[config.mk]
export PLATFORM = sky130hd
export DESIGN_NAME = compare_tally_flat
export DESIGN_NICKNAME = d
export VERILOG_FILES = /design/src/rtl/compare_tally_if.sv /design/src/rtl/compare_tally.sv /design/src/flat_wrapper.sv
export SDC_FILE = /design/constraint.sdc
export NUM_CORES = 1
export LEC_CHECK = 0
export ABC_AREA = 1
export BUFFER_PORTS_ARGS = -buffer_cell sky130_fd_sc_hd__buf_4
export CAP_MARGIN = 15
export CORE_AREA = 3 3 91 93
export CTS_CLUSTER_SIZE = 25
export DETAILED_ROUTE_END_ITERATION = 8
export DIE_AREA = 0 0 94 96
export GPL_ROUTABILITY_DRIVEN = 0
export PLACE_DENSITY = 0.55
export SYNTH_ARGS = -nofsm -noshare
export SYNTH_HDL_FRONTEND = slang
export SYNTH_SLANG_ARGS = --single-unit
export TNS_END_PERCENT = 20
[constraint.sdc]
create_clock -name clk -period 2 [get_ports clk]
set_clock_uncertainty 0.1 [all_clocks]
set_input_delay 0 -clock clk [delete_from_list [all_inputs] [get_ports clk]]
set_output_delay 0 -clock clk [all_outputs]
set_load 0.03 [all_outputs]
[src/rtl/compare_tally_if.sv]
//==============================================================================
// compare_tally_if : comparator-result bus and tally result bus for compare_tally
// Revision: 1.0
//==============================================================================
`default_nettype none

interface compare_tally_if #(
  parameter int CNT_W = 8
);
  logic             start;
  logic             in_valid;
  logic             a_greater;
  logic             b_greater;
  logic             equal;
  logic             busy;
  logic             done;
  logic [CNT_W-1:0] a_count;
  logic [CNT_W-1:0] b_count;
  logic [CNT_W-1:0] eq_count;
  logic             streak;
  logic [1:0]       streak_side;
  logic             onehot_err;

  modport master (
    output start, in_valid, a_greater, b_greater, equal,
    input  busy, done, a_count, b_count, eq_count, streak, streak_side, onehot_err
  );

  modport slave (
    input  start, in_valid, a_greater, b_greater, equal,
    output busy, done, a_count, b_count, eq_count, streak, streak_side, onehot_err
  );
endinterface

`default_nettype wire

[src/rtl/compare_tally.sv]
//==============================================================================
// compare_tally : windowed saturating tallies of comparator outcomes with
//                 streak detection and malformed-vector flag.
// Option macro  : COMPARE_TALLY_ONEHOT_CHECK_EN (strict one-hot decode + onehot_err)
// Revision      : 1.0
//==============================================================================
`default_nettype none

module compare_tally #(
  parameter int CNT_W      = 8,
  parameter int WINDOW     = 16,
  parameter int STREAK_LEN = 4
) (
  input  logic               clk,
  input  logic               rst,
  compare_tally_if.slave     bus
);

  localparam int SAMP_W = $clog2(WINDOW + 1);
  localparam int RUN_W  = $clog2(STREAK_LEN + 1);

  typedef enum logic [1:0] {
    S_IDLE  = 2'd0,
    S_COUNT = 2'd1,
    S_DONE  = 2'd2
  } state_t;

  state_t              r_state;
  state_t              w_state_nxt;
  logic [CNT_W-1:0]    r_a_cnt, r_b_cnt, r_eq_cnt;
  logic [CNT_W-1:0]    w_a_nxt, w_b_nxt, w_eq_nxt;
  logic [SAMP_W-1:0]   r_samp, w_samp_nxt;
  logic [RUN_W-1:0]    r_run, w_run_nxt;
  logic [1:0]          r_last, w_last_nxt;
  logic                r_streak, w_streak_nxt;
  logic [1:0]          r_side, w_side_nxt;
  logic                r_err, w_err_nxt;
  logic                r_busy, r_done;

  // Outcome code doubles as the streak_side encoding: 01 a, 10 b, 11 equal.
  logic [1:0]          w_outcome;
  logic                w_bad;

  always_comb begin
    w_outcome = 2'b00;
    w_bad     = 1'b0;
`ifdef COMPARE_TALLY_ONEHOT_CHECK_EN
    case ({bus.a_greater, bus.b_greater, bus.equal})
      3'b100:  w_outcome = 2'b01;
      3'b010:  w_outcome = 2'b10;
      3'b001:  w_outcome = 2'b11;
      default: w_bad     = 1'b1;
    endcase
`else
    if (bus.a_greater)      w_outcome = 2'b01;
    else if (bus.b_greater) w_outcome = 2'b10;
    else                    w_outcome = 2'b11;
`endif
  end

  always_comb begin
    w_state_nxt  = r_state;
    w_a_nxt      = r_a_cnt;
    w_b_nxt      = r_b_cnt;
    w_eq_nxt     = r_eq_cnt;
    w_samp_nxt   = r_samp;
    w_run_nxt    = r_run;
    w_last_nxt   = r_last;
    w_streak_nxt = r_streak;
    w_side_nxt   = r_side;
    w_err_nxt    = r_err;

    case (r_state)
      S_IDLE: begin
        if (bus.start) begin
          w_a_nxt      = '0;
          w_b_nxt      = '0;
          w_eq_nxt     = '0;
          w_samp_nxt   = '0;
          w_run_nxt    = '0;
          w_last_nxt   = 2'b00;
          w_streak_nxt = 1'b0;
          w_side_nxt   = 2'b00;
          w_err_nxt    = 1'b0;
          w_state_nxt  = S_COUNT;
        end
      end

      S_COUNT: begin
        if (bus.in_valid) begin
          w_samp_nxt = r_samp + SAMP_W'(1);
          if (w_bad) begin
            w_err_nxt  = 1'b1;
            w_run_nxt  = '0;
            w_last_nxt = 2'b00;
          end else begin
            case (w_outcome)
              2'b01:   w_a_nxt  = (r_a_cnt  == '1) ? r_a_cnt  : r_a_cnt  + CNT_W'(1);
              2'b10:   w_b_nxt  = (r_b_cnt  == '1) ? r_b_cnt  : r_b_cnt  + CNT_W'(1);
              default: w_eq_nxt = (r_eq_cnt == '1) ? r_eq_cnt : r_eq_cnt + CNT_W'(1);
            endcase
            // last-outcome of 00 never matches a valid outcome, so a run restarts at 1.
            if (w_outcome == r_last)
              w_run_nxt = (r_run == RUN_W'(STREAK_LEN)) ? r_run : r_run + RUN_W'(1);
            else
              w_run_nxt = RUN_W'(1);
            w_last_nxt = w_outcome;
            if (!r_streak && (w_run_nxt == RUN_W'(STREAK_LEN))) begin
              w_streak_nxt = 1'b1;
              w_side_nxt   = w_outcome;
            end
          end
          if (w_samp_nxt == SAMP_W'(WINDOW))
            w_state_nxt = S_DONE;
        end
      end

      S_DONE:  w_state_nxt = S_IDLE;
      default: w_state_nxt = S_IDLE;
    endcase
  end

  always_ff @(posedge clk) begin
    if (rst) begin
      r_state  <= S_IDLE;
      r_a_cnt  <= '0;
      r_b_cnt  <= '0;
      r_eq_cnt <= '0;
      r_samp   <= '0;
      r_run    <= '0;
      r_last   <= 2'b00;
      r_streak <= 1'b0;
      r_side   <= 2'b00;
      r_err    <= 1'b0;
      r_busy   <= 1'b0;
      r_done   <= 1'b0;
    end else begin
      r_state  <= w_state_nxt;
      r_a_cnt  <= w_a_nxt;
      r_b_cnt  <= w_b_nxt;
      r_eq_cnt <= w_eq_nxt;
      r_samp   <= w_samp_nxt;
      r_run    <= w_run_nxt;
      r_last   <= w_last_nxt;
      r_streak <= w_streak_nxt;
      r_side   <= w_side_nxt;
      r_err    <= w_err_nxt;
      r_busy   <= (w_state_nxt == S_COUNT);
      r_done   <= (w_state_nxt == S_DONE);
    end
  end

  // Without the one-hot check w_bad is constant 0, so r_err never leaves 0.
  assign bus.busy        = r_busy;
  assign bus.done        = r_done;
  assign bus.a_count     = r_a_cnt;
  assign bus.b_count     = r_b_cnt;
  assign bus.eq_count    = r_eq_cnt;
  assign bus.streak      = r_streak;
  assign bus.streak_side = r_side;
  assign bus.onehot_err  = r_err;

endmodule

`default_nettype wire

[src/flat_wrapper.sv]
// flat-port wrapper written by rule: the top's interface ports become plain ports
module compare_tally_flat 
#(
  parameter int CNT_W      = 8,
  parameter int WINDOW     = 16,
  parameter int STREAK_LEN = 4
)
  (clk, rst, bus_start, bus_in_valid, bus_a_greater, bus_b_greater, bus_equal, bus_busy, bus_done, bus_a_count, bus_b_count, bus_eq_count, bus_streak, bus_streak_side, bus_onehot_err);
  compare_tally_if #(.CNT_W(CNT_W)) bus_i ();
  input  logic clk;
  input  logic rst;
  input wire logic [$bits(bus_i.start)-1:0] bus_start;
  input wire logic [$bits(bus_i.in_valid)-1:0] bus_in_valid;
  input wire logic [$bits(bus_i.a_greater)-1:0] bus_a_greater;
  input wire logic [$bits(bus_i.b_greater)-1:0] bus_b_greater;
  input wire logic [$bits(bus_i.equal)-1:0] bus_equal;
  output wire logic [$bits(bus_i.busy)-1:0] bus_busy;
  output wire logic [$bits(bus_i.done)-1:0] bus_done;
  output wire logic [$bits(bus_i.a_count)-1:0] bus_a_count;
  output wire logic [$bits(bus_i.b_count)-1:0] bus_b_count;
  output wire logic [$bits(bus_i.eq_count)-1:0] bus_eq_count;
  output wire logic [$bits(bus_i.streak)-1:0] bus_streak;
  output wire logic [$bits(bus_i.streak_side)-1:0] bus_streak_side;
  output wire logic [$bits(bus_i.onehot_err)-1:0] bus_onehot_err;
  assign bus_i.start = bus_start;
  assign bus_i.in_valid = bus_in_valid;
  assign bus_i.a_greater = bus_a_greater;
  assign bus_i.b_greater = bus_b_greater;
  assign bus_i.equal = bus_equal;
  assign bus_busy = bus_i.busy;
  assign bus_done = bus_i.done;
  assign bus_a_count = bus_i.a_count;
  assign bus_b_count = bus_i.b_count;
  assign bus_eq_count = bus_i.eq_count;
  assign bus_streak = bus_i.streak;
  assign bus_streak_side = bus_i.streak_side;
  assign bus_onehot_err = bus_i.onehot_err;
  compare_tally #(.CNT_W(CNT_W), .WINDOW(WINDOW), .STREAK_LEN(STREAK_LEN)) u_core (.clk(clk), .rst(rst), .bus(bus_i));
endmodule
==> results of run 1 <==
-- what timing repair did --
item / in CTS / in global routing
buffers inserted: 0 / 0
endpoints found under the hold margin: 23 / 0
gates resized for setup: 0 / 0
endpoints found under the setup margin: 0 / 0
hold buffers: 4 / 0
-- stage by stage --
stage | instances | setup slack, ns | utilization | power [W]
finish | 473 | 0.267 | 0.370 | 0.00194
global route | 473 | 0.0371 | 0.370 | 0.00203
CTS | 473 | 0.243 | 0.370 | 0.00197
detailed placement | 461 | 0.270 | 0.350 | 0.00124
global placement | 461 | 0.294 | 0.350 | 0.00124
floorplan | 324 | 0.204 | - | 0.00113
-- cells in the final DEF, fill, tap and decap left out, drive strengths merged, types with 2 or more instances in the layout --
| cell type | n |
|---|---|
| xnor2 | 2 |
| inv | 46 |
| dlygate4sd3 | 4 |
| ha | 6 |
| nand3b | 3 |
| buf | 41 |
| nor2 | 51 |
| nand3 | 30 |
| nand2 | 76 |
| clkbuf | 7 |
| a211oi | 3 |
| nor3 | 8 |
| a21oi | 19 |
| dfxtp | 41 |
| o21ai | 14 |
| o22ai | 4 |
| xor2 | 4 |
| nand4 | 7 |
-- logic make-up (layout without fill, tap and decap cells) --
family                     after synthesis  in the layout
adders and majority gates                6              6
buffers and inverters                   53            100
AOI/OAI and AO/OA                       41             41
xor gates and xnor gates                 6              6
DFF                                     41             41
other                                    1              1
and+or+nand+nor                        176            176
-- cells in the mapped netlist (3+ instances only) --
cell type	number
nand2_1	70
nor2_1	45
inv_1	42
dfxtp_1	41
nand3_1	27
a21oi_1	18
o21ai_0	8
nand4_1	7
nor3_1	7
ha_1	6
o21ai_2	4
o22ai_1	4
xor2_1	4
a211oi_1	3
inv_2	3
nand2_2	3
nand3_2	3
nand3b_1	3
-- flip-flops by register name, indices dropped and copies added, names as in the netlist --
| signal | flops |
|---|---|
| u_core.r_samp | 5 |
| u_core.bus.done | 1 |
| u_core.bus.streak_side | 2 |
| u_core.bus.b_count | 8 |
| u_core.bus.a_count | 8 |
| u_core.bus.busy | 1 |
| u_core.r_run | 3 |
| u_core.r_state | 2 |
| u_core.bus.streak | 1 |
| u_core.r_last | 2 |
| u_core.bus.eq_count | 8 |
-- worst max path at each step --
stage	startpoint	endpoint	slack, ns	depth (start not counted)
2_1_floorplan	u_core.bus.b_count[0]$_SDFFE_PP0P_	u_core.bus.b_count[5]$_SDFFE_PP0P_	0.20	8
5_1_grt	u_core.bus.b_count[1]$_SDFFE_PP0P_	u_core.bus.b_count[7]$_SDFFE_PP0P_	0.04	8
3_3_place_gp	u_core.bus.b_count[1]$_SDFFE_PP0P_	u_core.bus.b_count[7]$_SDFFE_PP0P_	0.29	8
3_5_place_dp	u_core.bus.b_count[1]$_SDFFE_PP0P_	u_core.bus.b_count[7]$_SDFFE_PP0P_	0.27	8
6_report	u_core.bus.b_count[1]$_SDFFE_PP0P_	u_core.bus.b_count[7]$_SDFFE_PP0P_	0.27	8
4_1_cts	u_core.bus.b_count[1]$_SDFFE_PP0P_	u_core.bus.b_count[7]$_SDFFE_PP0P_	0.24	8
-- power breakdown --
part | internal, W | leakage (nW) | switching (W)
Sequential | 0.000844 | 0.333 | 0.0000217
Clock | 0.000408 | 0.0585 | 0.000305
Combinational | 0.000117 | 0.807 | 0.000243
-- cell type report --
cell class                      instances  area, um^2
Clock inverter                          1        30.0
Tap cell                              102         128
Multi-Input combinational cell        230        1220
Clock buffer                            7        86.3
Inverter                               47         184
Sequential cell                        41         821
Fill cell                             827        4790
Timing Repair Buffer                   45         348
-- metal layers --
layer	vias up	global-route usage	routed length (um)
met5	-	0	0
met4	0	0.0397	78
met3	6	0.0242	160
met2	26	0.213	2600
met1	962	0.163	2640
li1	1134	-	-
-- critical path: stages (launching register included) --
cell and delay [ns]:
dfxtp_1 0.38, ha_1 0.21, nand2_1 0.09, inv_1 0.08
nand4_1 0.14, o21ai_2 0.38, nor2_1 0.08, a21oi_1 0.12
nor2_1 0.05
==> flow_summary.ini, run 1 <==
[run_status]
outcome = finished, final reports clean

[timing]
fin_crit_sh = 0.867
maxSlewViolCount = 0
rsz0062_at_grt = false
fmax_mhz = 577
holdWs_ns = 0.0980
finalHoldViolations = 0
tns_ns = 0
setup_viol = 0
period_needed_ns = 1.73

[global_route]
grt-ovfl-total = 0
grt_pass1_wl_um = 9090
grt_usage = 0.126
grt_max_degree = 23
antenna_found_initial = 0
grt_pass1_vias = 1965

[synth]
yosysWarnings = 0
synth_area_leaders = dfxtp_1 (36%), nand2_1 (12%), nor2_1 (7.5%)
synth_top_family_by_area = simple AND/OR/NAND/NOR gates
ys_seq_area_frac = 0.363
synth_cells = 324
yosysTopAreaCellShare = 0.363
synth_edf_count = 0
ys_types = 37
synth_largest_area_cell = dfxtp_1
yosys_register_bits = 41
async_flop_share = 0
synth-compound-area-share = 0.106
synth.mux.area_fraction = 0
synth_nets = 337
synthAdderAreaFrac = 0.0332
synth.avg_cell_area_um2 = 6.98
yosys.area_share.simple = 0.376
synth_xor_area_frac = 0.0232
syn_area_um2 = 2260
synth_ff_type = dfxtp_1

[clock_network]
clk_pin_slew_ns = 0.08
cts_tree = done
cts.sinks = 41
h-tree-depth = 2
clock-root-buffer = clkbuf_8
clock_path_buffers = 2
cts_buffers = 5
clk-insertion-delay-late_ns = 0.29

[critical_path]
r2r-start = u_core.bus.b_count[1]$_SDFFE_PP0P_
worstSetupPathType = reg2reg
cp.arrival_ns = 1.81
required_ns = 2.08
crit_path_start_kind = flip-flop
setup.worst_path.end_class = flip-flop
r2r_slack_ns = 0.27
worstPathMaxFanout = 9
r2r-end = u_core.bus.b_count[7]$_SDFFE_PP0P_
reg2reg_depth = 8

[die]
die_w_um = 94
dieArea_um2 = 9020
core-area_um2 = 7610
ios = 37
rows = 32
die_h_um = 96
start_util = 0.297

[worst_hold_path]
holdPathEnd = u_core.r_run[1]$_SDFFE_PP0P_
hold_depth = 5
hp-class = in2reg
min_from = bus_b_greater

[finish]
drive_above_1_share = 0.202
fin_area_um2 = 2820
layout.nets = 383
area_growth_syn_to_layout_pct = 24.6
diodes = 0

[routing]
wl_per_cell_um = 11.6
wirelength_um = 5480
vias = 2128
first_pass_iters = 4
drc = 0
ant_nets = 0
viasPerCell = 4.50
dr.first_iter.drc_count = 66

[placed_design]
port_buffers = 34
hpwl_um = 4050
place_area_um2 = 2660

[pwr]
irDropWorstVdd_mv = 0.259
p_leak_nw = 1.20
powerDensity_nw_per_um2 = 688

[job]
drv_cap = 0
Note: power is estimated with default switching activity, not from simulation.
==> inputs of run 2 (changes only) <==
--- a/config.mk
+++ b/config.mk
@@ -7,11 +7,11 @@
 export LEC_CHECK = 0
 export ABC_AREA = 1
 export BUFFER_PORTS_ARGS = -buffer_cell sky130_fd_sc_hd__buf_4
-export CAP_MARGIN = 15
-export CORE_AREA = 3 3 91 93
+export CAP_MARGIN = 10
+export CORE_AREA = 3 3 96 89
 export CTS_CLUSTER_SIZE = 25
 export DETAILED_ROUTE_END_ITERATION = 8
-export DIE_AREA = 0 0 94 96
+export DIE_AREA = 0 0 99 92
 export GPL_ROUTABILITY_DRIVEN = 0
 export PLACE_DENSITY = 0.55
 export SYNTH_ARGS = -nofsm -noshare
==> flow_summary.ini, run 2 (same netlist as run 1, synthesis figures left out) <==
[critical_path]
worstPathMaxFanout = 9
max_stage_delay_ns = 0.39
reg2reg_depth = 8
slowest_stage = dfxtp_1
crit_path_frequent_cell = nor2_1
cp.arrival_ns = 1.83
crit_chain = ha_1 -> nand2_1 -> inv_1 -> nand4_1 -> o21ai_2 -> nor2_1 -> a21oi_1 -> nor2_1
required_ns = 2.09
setup.worst_path.end_class = flip-flop
crit_path_start_kind = flip-flop
worstSetupPathType = reg2reg
r2r_slack_ns = 0.26

[global_route]
grt_pass1_vias = 2079
antenna_found_initial = 0
grt_usage = 0.131
grt_max_degree = 23
grt-ovfl-total = 0
grt_pass1_wl_um = 9710

[clock_network]
clk_pin_slew_ns = 0.08
cts.sinks = 41
ctsHoldBuffers = 4
cts_resized = 0
clock_path_buffers = 2
cts_tree = done
clock-root-buffer = clkbuf_8
cts_buffers = 5
clk-insertion-delay-late_ns = 0.30
post_cts_buffers = 0
h-tree-depth = 2

[pwr]
total_power_w = 0.00178
p_leak_nw = 1.18
irDropWorstVdd_mv = 0.237
powerDensity_nw_per_um2 = 641

[routing]
wl_met2_um = 2340
wirelength_um = 5510
top_layer_used = met4
dr.first_iter.drc_count = 106
vias = 2161
wl_met1_um = 2780
detailroute.wirelength.met3_um = 319
drc = 0
viasPerCell = 4.64
ant_nets = 0
first_pass_iters = 4
wl_per_cell_um = 11.8

[finish]
layout.nets = 382
final_cell_mix = nand2_1 (70), nor2_1 (45), inv_1 (42), dfxtp_1 (41), buf_4 (40)
fin_area_um2 = 2770
multi_input_area_um2 = 1220
seq_area_um2 = 821
diodes = 0
area_growth_syn_to_layout_pct = 22.4
drive_above_1_share = 0.200
layout_commonest_cell = nand2_1
fill_cells = 824

[timing]
holdWs_ns = 0.0773
setup_viol = 0
finalHoldViolations = 0
fin_crit_sh = 0.870
maxSlewViolCount = 0
fmax_mhz = 575
rsz0062_at_grt = false
worst_slack_ns = 0.260
tns_ns = 0
period_needed_ns = 1.74

[worst_hold_path]
hold_depth = 5
hp-class = in2reg

[die]
rows = 30
ios = 37
die_h_um = 92
die_w_um = 99
core-area_um2 = 7540
dieArea_um2 = 9110
start_util = 0.300

[placed_design]
port_buffers = 34
pre_cts_ws_ns = 0.262
place_area_um2 = 2650
hpwl_um = 4050

[run_status]
outcome = finished, final reports clean

[job]
drv_cap = 0
[run 2: changes by cell type in the layout (fill, tap and decap cells not counted)]
cell and change:
buf_4 -1, clkinv_2 +2, bufinv_16 -1, clkbuf_8 -1
[run 2: cell type report]
class,count,share of cell area
Multi-Input combinational cell,230,0.441
Clock inverter,2,0.00361
Timing Repair Buffer,44,0.123
Tap cell,96,0.0434
Sequential cell,41,0.296
Clock buffer,6,0.0262
Inverter,47,0.0664
[run 2: critical path, delay by kind of cell, from the launching register on]
kind / cells / cell delay [ns]
DFF: 1 / 0.39
buffers and inverters: 1 / 0.08
adders and majority gates: 1 / 0.21
and+or+nand+nor: 4 / 0.35
AOI/OAI and AO/OA: 2 / 0.50
[run 2: where the power goes]
part           internal [W]  switching, W  total, W
clock              0.000243      0.000310  0.000553
combinational      0.000114      0.000241  0.000356
sequential         0.000844     0.0000233  0.000868
[run 2: worst paths after layout]
| kind | from | end |
|---|---|---|
| hold / removal | bus_b_greater | u_core.r_run[2]$_SDFFE_PP0P_ |
| setup reg to reg | u_core.bus.b_count[1]$_SDFFE_PP0P_ | u_core.bus.b_count[5]$_SDFFE_PP0P_ |
| hold reg to reg | u_core.r_samp[4]$_SDFFE_PP0P_ | u_core.r_samp[4]$_SDFFE_PP0P_ |
| setup / recovery | u_core.bus.b_count[1]$_SDFFE_PP0P_ | u_core.bus.b_count[5]$_SDFFE_PP0P_ |
[run 2: metrics by stage]
stage | cells | utilization
3_5_place_dp | 454 | 0.351
6_report | 466 | 0.367
4_1_cts | 466 | 0.367
2_1_floorplan | 324 | -
3_3_place_gp | 454 | 0.351
5_1_grt | 466 | 0.367
[run 2: routing by layer]
| layer | vias to the layer above | global-route usage |
|---|---|---|
| li1 | 1130 | - |
| met1 | 970 | 0.181 |
| met2 | 55 | 0.196 |
| met3 | 6 | 0.0312 |
| met4 | 0 | 0.0478 |
| met5 | - | 0 |
